<file path="src/rtl/sr_cmd_driver_pkg.sv">
// Shared definitions for the SR command driver.
//   op_e      : command encodings carried on req_op
//   state_e   : driver FSM states
//   TIMER_W   : width of the pulse/gap down-counter
//   op_target : level the element should hold after a given command
package sr_cmd_driver_pkg;

    typedef enum logic [1:0] {
        OP_HOLD = 2'b00,
        OP_CLR  = 2'b01,
        OP_SET  = 2'b10,
        OP_TGL  = 2'b11
    } op_e;

    typedef enum logic [1:0] {
        IDLE  = 2'b00,
        PULSE = 2'b01,
        GAP   = 2'b10
    } state_e;

    localparam int unsigned TIMER_W = 16;

    function automatic logic op_target(input op_e op, input logic q);
        logic t;
        unique case (op)
            OP_HOLD: t = q;
            OP_CLR:  t = 1'b0;
            OP_SET:  t = 1'b1;
            OP_TGL:  t = ~q;
            default: t = q;
        endcase
        return t;
    endfunction

endpackage

</file>
<file path="src/rtl/sr_pulse_timer.sv">
// Loadable down-counter shared by the PULSE and GAP phases.
// Ports:
//   clk, rst  : clock, asynchronous active-high reset
//   load      : load load_val this edge (takes priority over counting)
//   load_val  : value loaded; done asserts load_val edges after the load
//   done      : count has reached zero
module sr_pulse_timer #(
    parameter int unsigned W = 16
) (
    input  logic         clk,
    input  logic         rst,
    input  logic         load,
    input  logic [W-1:0] load_val,
    output logic         done
);

    logic [W-1:0] cnt;

    always_ff @(posedge clk or posedge rst) begin
        if (rst) begin
            cnt <= '0;
        end else if (load) begin
            cnt <= load_val;
        end else if (cnt != '0) begin
            cnt <= cnt - W'(1);
        end
    end

    assign done = (cnt == '0);

endmodule

</file>
<file path="src/rtl/sr_cmd_driver.sv">
// Command-side driver for a negedge-sampled SR flip-flop. Accepts level commands over
// valid/ready and turns them into timed, never-overlapping s/r pulses followed by a 00 gap.
// Ports:
//   clk, rst       : clock (posedge), asynchronous active-high reset
//   req_valid/ready: command handshake; ready only in IDLE and out of reset
//   req_op         : 00 hold, 01 clear, 10 set, 11 toggle
//   s, r           : registered drives to the SR element
//   q_shadow       : committed model of the downstream q
//   busy           : high in PULSE or GAP
//   redundant_cnt  : saturating count of filtered non-hold commands
module sr_cmd_driver
    import sr_cmd_driver_pkg::*;
#(
    parameter int unsigned PULSE_CYCLES   = 1,
    parameter int unsigned GAP_CYCLES     = 1,
    parameter bit          SKIP_REDUNDANT = 1'b1,
    parameter int unsigned CNT_W          = 8
) (
    input  logic             clk,
    input  logic             rst,
    input  logic             req_valid,
    output logic             req_ready,
    input  logic [1:0]       req_op,
    output logic             s,
    output logic             r,
    output logic             q_shadow,
    output logic             busy,
    output logic [CNT_W-1:0] redundant_cnt
);

    if (PULSE_CYCLES == 0) begin : g_bad_pulse_cycles
        $error("sr_cmd_driver: PULSE_CYCLES must be >= 1");
    end

    localparam logic [TIMER_W-1:0] PULSE_LOAD = TIMER_W'(PULSE_CYCLES - 1);
    localparam logic [TIMER_W-1:0] GAP_LOAD   =
        (GAP_CYCLES == 0) ? '0 : TIMER_W'(GAP_CYCLES - 1);
    localparam bit HAS_GAP = (GAP_CYCLES != 0);

    state_e             state;
    logic               target_q;
    op_e                op;
    logic               accept;
    logic               acc_target;
    logic               no_pulse;
    logic               tmr_load;
    logic [TIMER_W-1:0] tmr_load_val;
    logic               tmr_done;

    assign req_ready = (state == IDLE) && !rst;
    assign busy      = (state != IDLE);

    always_comb begin
        op         = op_e'(req_op);
        accept     = req_valid && req_ready;
        acc_target = op_target(op, q_shadow);
        no_pulse   = (op == OP_HOLD) || (SKIP_REDUNDANT && (acc_target == q_shadow));

        tmr_load     = 1'b0;
        tmr_load_val = '0;
        if (state == IDLE && accept && !no_pulse) begin
            tmr_load     = 1'b1;
            tmr_load_val = PULSE_LOAD;
        end else if (state == PULSE && tmr_done && HAS_GAP) begin
            tmr_load     = 1'b1;
            tmr_load_val = GAP_LOAD;
        end
    end

    sr_pulse_timer #(
        .W (TIMER_W)
    ) u_timer (
        .clk      (clk),
        .rst      (rst),
        .load     (tmr_load),
        .load_val (tmr_load_val),
        .done     (tmr_done)
    );

    always_ff @(posedge clk or posedge rst) begin
        if (rst) begin
            state         <= IDLE;
            s             <= 1'b0;
            r             <= 1'b0;
            q_shadow      <= 1'b0;
            target_q      <= 1'b0;
            redundant_cnt <= '0;
        end else begin
            unique case (state)
                IDLE: begin
                    if (accept) begin
                        if (no_pulse) begin
                            if (op != OP_HOLD && redundant_cnt != '1) begin
                                redundant_cnt <= redundant_cnt + CNT_W'(1);
                            end
                        end else begin
                            state    <= PULSE;
                            s        <= acc_target;
                            r        <= ~acc_target;
                            target_q <= acc_target;
                        end
                    end
                end
                PULSE: begin
                    if (tmr_done) begin
                        s        <= 1'b0;
                        r        <= 1'b0;
                        q_shadow <= target_q;
                        state    <= HAS_GAP ? GAP : IDLE;
                    end
                end
                GAP: begin
                    if (tmr_done) begin
                        state <= IDLE;
                    end
                end
                default: state <= IDLE;
            endcase
        end
    end

endmodule

</file>
<file path="config.mk">
export PLATFORM = sky130hd
export DESIGN_NAME = sr_cmd_driver
export DESIGN_NICKNAME = d
export VERILOG_FILES = /design/src/rtl/sr_cmd_driver_pkg.sv /design/src/rtl/sr_pulse_timer.sv /design/src/rtl/sr_cmd_driver.sv
export SDC_FILE = /design/constraint.sdc
export NUM_CORES = 1
export LEC_CHECK = 0
export BUFFER_PORTS_ARGS = -buffer_cell sky130_fd_sc_hd__buf_2
export CORE_ASPECT_RATIO = 1.4
export CORE_MARGIN = 1
export CORE_UTILIZATION = 45
export CTS_CLUSTER_SIZE = 24
export DETAILED_ROUTE_END_ITERATION = 8
export GPL_ROUTABILITY_DRIVEN = 0
export HOLD_SLACK_MARGIN = 0.02
export PLACE_DENSITY = 0.72
export SYNTH_ARGS = -nofsm -noshare
export SYNTH_HDL_FRONTEND = slang
export SYNTH_SLANG_ARGS = --single-unit
export TNS_END_PERCENT = 50
</file>
<file path="constraint.sdc">
create_clock -name clk -period 3.1 [get_ports clk]
set_input_delay 0.465 -clock clk [delete_from_list [all_inputs] [get_ports clk]]
set_output_delay 0.465 -clock clk [all_outputs]
set_load 0.02 [all_outputs]
</file>
==> results.yml <==
synth:
  synth_seq_area_share_pct: 46.8
  synthArstFlopShare_pct: 100
  yosysWarnings: 0
  synth_cells: 158
  synth_cell_type_count: 46
  synth_nets: 165
  ys.flop_type: "dfrtp_1"
  synth_seq_cells: 30
  synth_edf_count: 0
  avgSynthCellArea_sq_um: 10.2
  syn_area_sq_um: 1610
timing:
  maxSlewHeadroom_pct: 26.1
  rsz0062_at_grt: "false"
  max_freq_mhz: 469
  tns_ns: 0
  finClkSkew_ns: 0.00939
  finalSetupViolCount: 0
  slew_viol_final: 0
  min_period_ns: 2.13
  period_share_pct: 68.8
  worst_slack_ns: 0.966
  tightest_slew_ns: 1.11
  hold_violations: 0
critical_path:
  path_class: "flip-flop to flip-flop"
  cp.required_ns: 3.22
  reg2reg_depth: 6
  reg2reg_from: "u_timer.cnt[0]"
  cp_max_fo: 16
  cp-start-kind: "flip-flop"
  cp-end-kind: "flip-flop"
  max_stage_delay_ns: 0.61
  cp_cell_sequence: "inv_1 > ha_1 > nor2b_1 > nand3_2 > o31ai_4 > a21oi_1"
  slowest_stage: "o31ai_4"
  reg2reg_slack_ns: 0.97
  worstPathArrival_ns: 2.26
  r2r_end: "u_timer.cnt[6]"
cts:
  cts_max_level: 2
  postCtsSetupRepairBufs: 0
  cts_tree: "done"
  cts_root_buffer: "clkbuf_8"
  ctsHoldBuffers: 0
  clockBufferDepth: 2
  cts_buffers: 5
  clock-sinks: 30
  post_cts_resized: 0
  clk_pin_slew_ns: 0.07
  clkLatencyLatePin_ns: 0.29
run:
  drv_cap: 0
finish:
  final_common_cell: "dfrtp_1"
  nets: 187
  final_cell_mix: "30 x dfrtp_1, 17 x buf_2, 14 x a21oi_1, 11 x nand2_1, 10 x nor2_1"
  antenna_cells: 0
  fill_cells: 324
  drive_gt1_share_pct: 23.9
  area_growth_pct: 12.6
status:
  status: "completed"
route:
  vias_per_cell: 5.89
  routed_wl_microns: 3230
  wl_per_cell_microns: 14.7
  drt_first_pass_iters: 4
  ant_nets: 0
  drt_iter0_markers: 39
  post-route-drc-count: 0
  vias: 1295
grt:
  first_global_vias: 1269
  antenna_found_initial: 0
  grt-ovfl-total: 0
  grt_max_degree: 31
  global_route.usage.total_pct: 20.2
  grt_pass1_wl_microns: 5690
place:
  portBuffers: 17
  dp_slack_ns: 0.978
  hpwl_microns: 2340
die:
  dieHeight_microns: 72.7
  core_sq_um: 3380
  die-area_sq_um: 3810
  io_pins: 18
  initial_utilization_pct: 47.5
  die_x_microns: 52.5
  rows: 25
pwr:
  irDropWorstVdd_mv: 0.443
  powerDensity_nw_per_um2: 548
  p_leak_nw: 0.864
worst_hold_path:
  min_path_type: "primary input to async pin"
[layer usage]
layer | track usage (%) | up-vias | part of all wire [%]
li1 | - | 639 | -
met1 | 22.8 | 628 | 43
met2 | 34.5 | 21 | 52
met3 | 5.42 | 7 | 3.0
met4 | 9.65 | 0 | 2.0
met5 | 0 | - | 0
[synth_stat cells (2+ instances only)]
master	n	area, sq um
nor3_1	3	15.0
o2111ai_1	2	17.5
inv_1	5	18.8
nand3_1	4	20.0
or3_1	6	37.5
or4_1	6	45.0
nand4_1	4	25.0
nand2_1	11	41.3
dfrtp_1	30	751
o21ai_0	6	30.0
or2_2	4	25.0
and2_1	2	12.5
ha_1	2	25.0
a21oi_1	14	70.1
mux2_2	3	33.8
o31ai_1	8	60.1
xnor2_1	5	43.8
xor2_1	2	17.5
nor4_1	2	12.5
nor2_1	10	37.5
and3_1	3	18.8
nor2b_1	2	12.5
[area by class of cell]
| cell class | count | area, sq um | share of cell area, % |
|---|---|---|---|
| Sequential cell | 30 | 751 | 41.5 |
| Multi-Input combinational cell | 121 | 825 | 45.6 |
| Clock inverter | 2 | 10.0 | 0.554 |
| Inverter | 5 | 18.8 | 1.04 |
| Timing Repair Buffer | 17 | 85.1 | 4.71 |
| Clock buffer | 5 | 68.8 | 3.81 |
| Tap cell | 40 | 50.0 | 2.77 |
[report_power, final]
part           internal (mW)  leakage (nW)  total, mW  switching (mW)
Sequential             0.436         0.402      0.486          0.0499
Clock                  0.150        0.0438      0.294           0.144
Combinational         0.0832         0.418      0.210           0.127
[worst max-delay path: cells and delay by family (launching register included)]
kind                     cells  cell delay (ns)
AO/OA/AOI/OAI                2             0.73
AND/OR/NAND/NOR              2             0.56
flip-flops                   1             0.40
adder cells (fa/ha/maj)      1             0.19
buffers and inverters        1             0.09
[stage by stage]
| stage | instance area [sq um] | power [mW] | utilization [%] | hold WS [ns] | cells |
|---|---|---|---|---|---|
| after global routing | 1810 | 1.04 | 53.5 | 0.516 | 220 |
| after CTS | 1810 | 1.01 | 53.5 | 0.488 | 220 |
| after detailed placement | 1730 | 0.707 | 51.2 | 0.503 | 213 |
| after global placement | 1730 | 0.702 | 51.2 | 0.482 | 213 |
| final | 1810 | 0.991 | 53.5 | 0.484 | 220 |
| after floorplan | 1610 | 0.635 | - | 0.463 | 158 |
[flip-flops by register name, indices dropped and copies added, names as in the netlist]
signal	flops
r	1
s	1
q_shadow	1
u_timer.cnt	16
state	2
redundant_cnt	8
target_q	1
[how the worst max path moves through the flow]
stage / from / to / depth (start not counted)
after floorplan: u_timer.cnt[0] / u_timer.cnt[13] / 6
after global placement: u_timer.cnt[0] / s / 6
after detailed placement: u_timer.cnt[0] / s / 6
after CTS: u_timer.cnt[0] / s / 6
after global routing: u_timer.cnt[0] / s / 6
final: u_timer.cnt[0] / u_timer.cnt[6] / 6
[cells by family after synthesis]
family / count (synthesis) / synth area share (%)
adders and majority gates: 2 / 1.56
xor gates and xnor gates: 7 / 3.82
and+or+nand+nor: 71 / 27.7
muxes: 3 / 2.10
DFF: 30 / 46.8
buffers and inverters: 7 / 1.87
AOI/OAI and AO/OA: 38 / 16.2
Power figures use the tool's default switching activity.
